<file path="src/rtl/pwm_ctrl_sched.sv">
// pwm_ctrl_sched: command scheduler for a two-channel PWM generator.
// Software commands land in one shadow slot and are applied on a PWM period
// boundary. Active values slew toward their targets by at most slew_step_i per
// period. A period-based watchdog falls back to failsafe active values when
// commands stop arriving.
module pwm_ctrl_sched #(
  parameter int CNT_WIDTH = 24,
  parameter int STEP_W    = 16,
  parameter int WD_W      = 8
) (
  input  logic                 axi_clk,
  input  logic                 axi_rst,
  input  logic                 enable_i,
  input  logic                 cmd_valid_i,
  output logic                 cmd_ready_o,
  input  logic [CNT_WIDTH-1:0] cmd_period_i,
  input  logic [CNT_WIDTH-1:0] cmd_active_0_i,
  input  logic [CNT_WIDTH-1:0] cmd_active_1_i,
  input  logic [STEP_W-1:0]    slew_step_i,
  input  logic [WD_W-1:0]      wdog_limit_i,
  input  logic [CNT_WIDTH-1:0] fs_active_0_i,
  input  logic [CNT_WIDTH-1:0] fs_active_1_i,
  output logic                 pwm_enable_o,
  output logic [CNT_WIDTH-1:0] pwm_period_o,
  output logic [CNT_WIDTH-1:0] pwm_active_0_o,
  output logic [CNT_WIDTH-1:0] pwm_active_1_o,
  output logic [1:0]           state_o,
  output logic                 fs_event_o
);

  localparam logic [1:0] ST_IDLE = 2'd0;
  localparam logic [1:0] ST_RUN  = 2'd1;
  localparam logic [1:0] ST_FS   = 2'd2;

  // Common width for comparing an active-value difference against the step.
  localparam int DW = (CNT_WIDTH > STEP_W) ? CNT_WIDTH : STEP_W;

  localparam logic [CNT_WIDTH-1:0] CNT_ZERO = {CNT_WIDTH{1'b0}};
  localparam logic [CNT_WIDTH-1:0] CNT_ONE  = {{(CNT_WIDTH-1){1'b0}}, 1'b1};
  localparam logic [WD_W-1:0]      WD_ZERO  = {WD_W{1'b0}};
  localparam logic [WD_W:0]        WD_ONE   = {{WD_W{1'b0}}, 1'b1};

  // Move cur toward tgt by at most step; a zero step jumps straight to tgt.
  // The step is only added/subtracted when it is strictly smaller than the
  // distance, so the result never overshoots or wraps.
  function automatic logic [CNT_WIDTH-1:0] slew_f(
    input logic [CNT_WIDTH-1:0] cur,
    input logic [CNT_WIDTH-1:0] tgt,
    input logic [STEP_W-1:0]    step
  );
    logic [DW-1:0]        diff_w;
    logic [DW-1:0]        step_w;
    logic [CNT_WIDTH-1:0] res;
    step_w = DW'(step);
    diff_w = {DW{1'b0}};
    res    = tgt;
    if (step == {STEP_W{1'b0}}) begin
      res = tgt;
    end else if (tgt > cur) begin
      diff_w = DW'(tgt - cur);
      if (diff_w > step_w) res = cur + CNT_WIDTH'(step);
      else                 res = tgt;
    end else begin
      diff_w = DW'(cur - tgt);
      if (diff_w > step_w) res = cur - CNT_WIDTH'(step);
      else                 res = tgt;
    end
    return res;
  endfunction

  logic [1:0]           state_q, state_d;
  logic [CNT_WIDTH-1:0] cnt_q, cnt_d;
  logic [CNT_WIDTH-1:0] period_q, period_d;
  logic [CNT_WIDTH-1:0] act0_q, act0_d;
  logic [CNT_WIDTH-1:0] act1_q, act1_d;
  logic [CNT_WIDTH-1:0] tgt0_q, tgt0_d;
  logic [CNT_WIDTH-1:0] tgt1_q, tgt1_d;
  logic [CNT_WIDTH-1:0] slot_period_q, slot_period_d;
  logic [CNT_WIDTH-1:0] slot_act0_q, slot_act0_d;
  logic [CNT_WIDTH-1:0] slot_act1_q, slot_act1_d;
  logic                 pending_q, pending_d;
  logic [WD_W-1:0]      wd_cnt_q, wd_cnt_d;
  logic                 ready_q, ready_d;
  logic                 pwm_en_q, pwm_en_d;
  logic                 fs_event_q, fs_event_d;

  logic                 active_s;
  logic                 boundary_s;
  logic                 apply_s;
  logic                 expire_s;
  logic                 accept_s;
  logic [WD_W:0]        wd_inc_s;

  assign active_s   = enable_i && (state_q != ST_IDLE);
  // Period 0 or 1 degenerates to a boundary on every cycle.
  assign boundary_s = active_s &&
                      ((period_q <= CNT_ONE) || (cnt_q == (period_q - CNT_ONE)));
  assign apply_s    = boundary_s && pending_q;
  assign wd_inc_s   = {1'b0, wd_cnt_q} + WD_ONE;
  // A pending command at the same boundary suppresses the watchdog.
  assign expire_s   = boundary_s && !pending_q && (state_q == ST_RUN) &&
                      (wdog_limit_i != WD_ZERO) &&
                      (wd_inc_s >= {1'b0, wdog_limit_i});
  assign accept_s   = active_s && cmd_valid_i && ready_q;

  // State register.
  always_ff @(posedge axi_clk or posedge axi_rst) begin
    if (axi_rst) state_q <= ST_IDLE;
    else         state_q <= state_d;
  end

  // Next-state logic; dropping enable_i wins from any state.
  always_comb begin
    state_d = state_q;
    if (!enable_i) begin
      state_d = ST_IDLE;
    end else begin
      case (state_q)
        ST_IDLE: state_d = ST_RUN;
        ST_RUN:  state_d = expire_s ? ST_FS : ST_RUN;
        ST_FS:   state_d = apply_s ? ST_RUN : ST_FS;
        default: state_d = ST_IDLE;
      endcase
    end
  end

  // Registered control outputs derived from the next state and slot status.
  always_comb begin
    pwm_en_d   = (state_d != ST_IDLE);
    ready_d    = (state_d != ST_IDLE) && !pending_d;
    fs_event_d = enable_i && expire_s;
  end

  // Datapath: period counter, shadow slot, slew, target update, watchdog.
  always_comb begin
    cnt_d         = cnt_q;
    period_d      = period_q;
    act0_d        = act0_q;
    act1_d        = act1_q;
    tgt0_d        = tgt0_q;
    tgt1_d        = tgt1_q;
    slot_period_d = slot_period_q;
    slot_act0_d   = slot_act0_q;
    slot_act1_d   = slot_act1_q;
    pending_d     = pending_q;
    wd_cnt_d      = wd_cnt_q;
    if (!active_s) begin
      cnt_d     = CNT_ZERO;
      wd_cnt_d  = WD_ZERO;
      pending_d = 1'b0;
    end else begin
      cnt_d = boundary_s ? CNT_ZERO : (cnt_q + CNT_ONE);
      // Slew uses the targets in force before this boundary's update.
      if (boundary_s) begin
        act0_d = slew_f(act0_q, tgt0_q, slew_step_i);
        act1_d = slew_f(act1_q, tgt1_q, slew_step_i);
      end else begin
        act0_d = act0_q;
        act1_d = act1_q;
      end
      if (apply_s) begin
        period_d  = slot_period_q;
        tgt0_d    = slot_act0_q;
        tgt1_d    = slot_act1_q;
        pending_d = 1'b0;
        wd_cnt_d  = WD_ZERO;
      end else if (expire_s) begin
        tgt0_d   = fs_active_0_i;
        tgt1_d   = fs_active_1_i;
        wd_cnt_d = WD_ZERO;
      end else if (boundary_s && (state_q == ST_RUN) && (wdog_limit_i != WD_ZERO)) begin
        wd_cnt_d = wd_inc_s[WD_W-1:0];
      end else begin
        wd_cnt_d = wd_cnt_q;
      end
      // Ready is low whenever the slot is full, so accept never collides with apply.
      if (accept_s) begin
        slot_period_d = cmd_period_i;
        slot_act0_d   = cmd_active_0_i;
        slot_act1_d   = cmd_active_1_i;
        pending_d     = 1'b1;
      end else begin
        slot_period_d = slot_period_q;
      end
    end
  end

  // Datapath and output registers.
  always_ff @(posedge axi_clk or posedge axi_rst) begin
    if (axi_rst) begin
      cnt_q         <= CNT_ZERO;
      period_q      <= CNT_ZERO;
      act0_q        <= CNT_ZERO;
      act1_q        <= CNT_ZERO;
      tgt0_q        <= CNT_ZERO;
      tgt1_q        <= CNT_ZERO;
      slot_period_q <= CNT_ZERO;
      slot_act0_q   <= CNT_ZERO;
      slot_act1_q   <= CNT_ZERO;
      pending_q     <= 1'b0;
      wd_cnt_q      <= WD_ZERO;
      ready_q       <= 1'b0;
      pwm_en_q      <= 1'b0;
      fs_event_q    <= 1'b0;
    end else begin
      cnt_q         <= cnt_d;
      period_q      <= period_d;
      act0_q        <= act0_d;
      act1_q        <= act1_d;
      tgt0_q        <= tgt0_d;
      tgt1_q        <= tgt1_d;
      slot_period_q <= slot_period_d;
      slot_act0_q   <= slot_act0_d;
      slot_act1_q   <= slot_act1_d;
      pending_q     <= pending_d;
      wd_cnt_q      <= wd_cnt_d;
      ready_q       <= ready_d;
      pwm_en_q      <= pwm_en_d;
      fs_event_q    <= fs_event_d;
    end
  end

  assign cmd_ready_o    = ready_q;
  assign pwm_enable_o   = pwm_en_q;
  assign pwm_period_o   = period_q;
  assign pwm_active_0_o = act0_q;
  assign pwm_active_1_o = act1_q;
  assign state_o        = state_q;
  assign fs_event_o     = fs_event_q;

endmodule

</file>
<file path="config.mk">
export PLATFORM = sky130hd
export DESIGN_NAME = pwm_ctrl_sched
export DESIGN_NICKNAME = d
export VERILOG_FILES = /design/src/rtl/pwm_ctrl_sched.sv
export SDC_FILE = /design/constraint.sdc
export NUM_CORES = 1
export LEC_CHECK = 0
export ABC_AREA = 1
export CAP_MARGIN = 0
export CORE_ASPECT_RATIO = 0.6
export CORE_MARGIN = 5
export CORE_UTILIZATION = 33
export DETAILED_ROUTE_END_ITERATION = 10
export DONT_BUFFER_PORTS = 1
export GPL_TIMING_DRIVEN = 0
export HOLD_SLACK_MARGIN = 0.08
export PLACE_DENSITY = 0.47
export SLEW_MARGIN = 20
export SYNTH_ARGS = -nofsm -noshare
export SYNTH_HDL_FRONTEND = slang
export SYNTH_SLANG_ARGS = --single-unit
</file>
<file path="constraint.sdc">
create_clock -name axi_clk -period 8.07 [get_ports axi_clk]
set_input_delay 1.2105 -clock axi_clk [delete_from_list [all_inputs] [get_ports axi_clk]]
set_output_delay 1.2105 -clock axi_clk [all_outputs]
set_load 0.1 [all_outputs]
</file>
== After elaboration in Yosys (flattened, before gate mapping) ==
Index checks and enable logic that the tools add are counted.
Word-level totals
  flip-flop bits (word level): 230
  word-level logic and storage cells: 89
Operators by class
  reductions and logical operators: 26
  add/sub/neg operators: 11
  magnitude comparators: 8
  mux-type cells: 25
  eq/ne operators: 4
Operator list (number)
  24-bit 2-to-1 mux: 14
  24-bit by 16-bit greater-than comparator with 1-bit output: 4
  24-bit subtractor: 4
  24-bit by 16-bit adder with 24-bit output: 2
  24-bit greater-than comparator: 2
  24-bit by 16-bit subtractor with 24-bit output: 2
  8-bit 2-to-1 mux: 4
  24-bit by 1-bit adder with 24-bit output, second input constant: 1
  24-bit equality test: 1
  24-bit by 1-bit less-or-equal comparator with 1-bit output, second input constant: 1
  24-bit by 1-bit subtractor with 24-bit output, second input constant: 1
  16-bit zero test: 1
  1-bit logical AND: 13
  8-bit by 1-bit adder with 9-bit output, second input constant: 1
  9-bit by 8-bit greater-or-equal comparator with 1-bit output: 1
  2-bit AND reduction: 4
  8-bit nonzero test: 1
  2-bit 2-to-1 mux: 3
  2-bit one-hot mux with 3 select lines: 1
  2-bit nonzero test: 3
  4-bit by 1-bit inequality test with 1-bit output, second input constant: 1
  1-bit 2-to-1 mux: 3
  2-bit by 1-bit equality test with 1-bit output, second input constant: 1
  2-bit equality test, second input constant: 1
  3 further kinds: 4

== Longest topological paths before layout ==
  word-level depth: 13
  mapped depth: 27
  gate-level depth less buffers: 25

== Worst setup path after synthesis ==
OpenSTA, ideal clock, no wires.
  path type: flip-flop to flip-flop
  from: register act0_q[1] (netlist: pwm_active_0_o[1])
  to: register act0_q[23] (netlist: pwm_active_0_o[23])
  slack: 3889 ps
  arrival: 4061 ps
  setup time: 120 ps
  cell stages (with the launch flop): 25
  clock period less this slack: 4181 ps
  buffers on the path: 1
  cell sequence: dfrtp_1 -> inv_1 -> ha_1 -> nand2_1 -> inv_1 -> nand2_1 -> nand2_1 -> nand2_1 -> nand2_1 -> a21oi_1 -> o21ai_0 -> xor2_1 -> ha_1 -> nand4_1 -> nor3b_1 -> o21ai_0 -> nand3_1 -> nand2_1 -> nand3_2 -> buf_2 -> nand3_1 -> nand3_1 -> nand3_1 -> nand2_1 -> nand2_1
On the way
  cells in the longest elaborated chain, start to end: 5
  elaborated cells on any way between the ends: 11
  classes of those cells: add/sub (4); order compare (3); mux (4)
RTL lines
  start, declared: RTL line 74  | logic [CNT_WIDTH-1:0] act0_q, act0_d;
  start signal, assigned: RTL line 208  | act0_q <= act0_d;
  24-bit subtractor, on equally long branches: RTL line 64, 60
  24-bit by 16-bit greater-than comparator with 1-bit output, on equally long branches: RTL line 65, 61
  24-bit 2-to-1 mux, on equally long branches: RTL line 65, 61
  24-bit 2-to-1 mux *: RTL line 59  | end else if (tgt > cur) begin
  24-bit 2-to-1 mux *: RTL line 57  | if (step == {STEP_W{1'b0}}) begin
Mark *: on every way between the ends. The rest lies on a longest branch, timed or not.
A chain may end at the register's enable or synchronous reset.

== Worst setup path in the final report ==
  from: register act0_q[3] (netlist: pwm_active_0_o[3])
  to: register act0_q[19] (netlist: pwm_active_0_o[19])
The elaborated chain is that of the path after synthesis.

==> reports/results.ini <==
[layout]
area.growth.synth_to_final_pct=9.407
stdcell_count=4831
fillCellCount=8231
layout-drive-gt1-share=0.06141
post_layout_inst_area_um2=26970
layout.area.seq_um2=5783
multi_input_area_um2=16220
final_nets=4211

[cts]
worst_skew_pair.late_latency_ps=600
h-tree-depth=1
cts_hold_repair.buffers=0
cts_made_buffers=27
cts_buffer_depth=3
cts.repair_timing.setup_buffer_count=0
clock-root-buffer=sky130_fd_sc_hd__clkbuf_16
cts.sinks=230
post_cts_resized=0
tritoncts=done
clkTransAtPathRegs_ps=60

[placement]
port_buffers=0
total_half_perimeter_wirelength_after_legalization_and_detailed_placement_mm=90.33
gpl.final_weighted_congestion=0.9812
placement_cell_area_um2=25970
placedCellCount=4779

[worst_setup_path]
arrival_ps=6210
timing.critical_path.slowest_stage_cell=sky130_fd_sc_hd__dfrtp_1
worstRegToRegCells=21
timing.critical_path.from_type=flip-flop
worst_path_largest_cell_delay_ps=1080
critical_path.most_common_cell=sky130_fd_sc_hd__nand2_1
worst_ep_required_time_ps=8540
setup.worst_path.end_class=flip-flop
critPathMaxFanout=10
setup.worst_path.class=flip-flop to flip-flop
crit_path_cell_chain=inv_1 > ha_1 > clkbuf_1 > nand2_1 > nor2_1 > nand2_1 > nand2_1 > a21oi_1 > o21ai_0 > xor2_1 > ha_1 > nand3_1 > nor3_1 > nand4_1 > nand2_1 > clkbuf_1 > nand4_1 > nand3_1 > nand3_1 > nand2_1 > nand2_1

[sta]
number_of_slew_limit_violations_in_the_final_report=0
final.period_utilization=0.7108
worst_hold_slack_ps=467.1
setup_violations=0
finClkSkew_ps=29.49
period_minus_slack_ps=5737
grt_setup_unrepaired=no
timing.max_slew.rel_slack=0.2010
setup_total_negative_slack_ps=0
fmax_mhz=174.3
timing_worst_slew_pin_value_ps=1198
finalHoldViolCount=0

[job]
timing.max_cap.violations=0

[drt]
postRouteAntennaNets=0
drt-initial-drc-count=2802
routed_wl_mm=108.2
drt-wirelength-per-cell_um=22.39
firstDrtPassIters=7
dr_total_vias=25490
drt_drc_violations_left=0
vias_per_cell=5.276

[die]
rows=77
chipHeight_um=221.7
top_level_ports=225
placeableCoreArea_um2=73800
die_outline_area_um2=80430
start_util=0.3340
die_wd_um=362.8

[global_routing]
overall_global_routing_usage=0.2596
grt_pass1_wl_mm=158.5
largest_net_degree_at_the_start_of_global_routing=95
total_congestion_overflow=0
vias_in_the_first_global_route=23730
grt_antenna_before_repair=6

[run_status]
status=finished clean

[synthesis]
postSynth.asyncResetShare=1.000
yosys_register_bits=230
synthesized_netlist_net_count=4178
synthesis.instances=3790
syn-mean-instance-area_um2=6.503
yosys_most_used_dff=sky130_fd_sc_hd__dfrtp_1
synth_enable_flop_cells=0
synth_area_um2=24650
synth-warning-count=0
synth_cell_type_count=48
synth-seq-area-share=0.2335

[power]
power_per_cell_area_nw_per_um2=109.5
peakVddDrop_mv=0.1571
cellLeakagePower_nw=14.10

[hold_path]
timing.hold.worst_path_depth=2
holdCritPathClass=flip-flop to flip-flop

cell usage in the layout (no fill, tap or decap), types with 10 or more instances in the layout:
master,n
sky130_fd_sc_hd__nand4_1,126
sky130_fd_sc_hd__clkbuf_1,81
sky130_fd_sc_hd__clkbuf_2,12
sky130_fd_sc_hd__nor2_1,298
sky130_fd_sc_hd__o21bai_1,14
sky130_fd_sc_hd__dfrtp_2,22
sky130_fd_sc_hd__dfrtp_1,208
sky130_fd_sc_hd__nor4_1,13
sky130_fd_sc_hd__xnor2_1,37
sky130_fd_sc_hd__clkbuf_16,27
sky130_fd_sc_hd__buf_2,41
sky130_fd_sc_hd__xor2_1,146
sky130_fd_sc_hd__buf_6,10
sky130_fd_sc_hd__nor3_1,37
sky130_fd_sc_hd__ha_1,232
sky130_fd_sc_hd__mux2_2,66
sky130_fd_sc_hd__inv_1,522
sky130_fd_sc_hd__nand2_1,1013
sky130_fd_sc_hd__a21oi_1,269
sky130_fd_sc_hd__o21ai_0,153
sky130_fd_sc_hd__a31oi_1,19
sky130_fd_sc_hd__nor2_2,13
sky130_fd_sc_hd__o21ai_1,63
sky130_fd_sc_hd__nand3_1,312
sequential cells by signal, indices dropped and copies added (netlist names), 2 cells and up:
signal	flops
tgt1_q	24
cnt_q	24
slot_act0_q	24
slot_act1_q	24
slot_period_q	24
pwm_active_1_o	24
tgt0_q	24
pwm_period_o	24
pwm_active_0_o	24
wd_cnt_q	8
state_o	2
report_power, final:
group	total, mW	switching (mW)	leakage (nW)	internal [mW]
clock	1.36	0.569	0.470	0.788
sequential	1.30	0.0523	2.97	1.25
combinational	0.295	0.176	10.7	0.119
total	2.95	0.798	14.1	2.15
final cells by class:
class / count / area share
Clock inverter: 12 / 0.006171
Antenna cell: 1 / 0.00009280
Tap cell: 987 / 0.04580
Sequential cell: 230 / 0.2145
Buffer: 146 / 0.02557
Inverter: 527 / 0.07364
Multi-Input combinational cell: 2887 / 0.6017
Timing Repair Buffer: 4 / 0.003202
Clock buffer: 37 / 0.02942
cell families after synthesis:
family	share of synthesized area
compound gates	0.1160
buf+inv	0.1082
flops	0.2335
mux	0.03015
xor+xnor	0.06594
simple gates	0.3219
fa+ha+maj	0.1243
per-layer routing:
layer / wire, µm / vias to the layer above / track usage
met3: 13880 / 85 / 0.1062
met4: 1403 / 14 / 0.03181
li1: - / 12400 / -
met1: 55680 / 11890 / 0.4199
met2: 36830 / 1099 / 0.3132
met5: 363 / - / 0.02614
worst paths after layout:
kind | slack (ps) | end | startpoint
max | 2330 | pwm_active_0_o[19] | pwm_active_0_o[3]
min | 470 | pwm_period_o[13] | slot_period_q[13]
max reg2reg | 2330 | pwm_active_0_o[19] | pwm_active_0_o[3]
min reg2reg | 470 | pwm_period_o[13] | slot_period_q[13]
max in group asynchronous | 6250 | pwm_active_1_o[17] | axi_rst
min in group asynchronous | 540 | slot_act0_q[11] | axi_rst
worst max-delay path: cells and delay by family (launching register included):
kind,cells,cell delay (ps)
simple gates,13,2400
flops,1,1080
buf+inv,3,900
fa+ha+maj,2,650
compound gates,2,420
xor+xnor,1,140
through the flow:
stage / util / total power, mW / setup slack, ps
finish: 0.3654 / 2.952 / 2333
global route: 0.3654 / 3.079 / 2124
CTS: 0.3649 / 2.986 / 2520
detailed placement: 0.3519 / 1.615 / 2555
global placement: 0.3507 / 1.609 / -2847
floorplan: - / 1.524 / 554.9
synthesized netlist by cell type, types with 66 or more instances:
cell / instances / area share
sky130_fd_sc_hd__nand3_1: 312 / 0.063
sky130_fd_sc_hd__nand4_1: 126 / 0.032
sky130_fd_sc_hd__o21ai_0: 154 / 0.031
sky130_fd_sc_hd__ha_1: 232 / 0.12
sky130_fd_sc_hd__nand2_1: 1013 / 0.15
sky130_fd_sc_hd__clkbuf_1: 78 / 0.012
sky130_fd_sc_hd__dfrtp_1: 230 / 0.23
sky130_fd_sc_hd__nor2_1: 298 / 0.045
sky130_fd_sc_hd__mux2_2: 66 / 0.030
sky130_fd_sc_hd__a21oi_1: 269 / 0.055
sky130_fd_sc_hd__xor2_1: 146 / 0.052
sky130_fd_sc_hd__inv_1: 523 / 0.080
No activity file was read; power rests on OpenSTA's default activity.
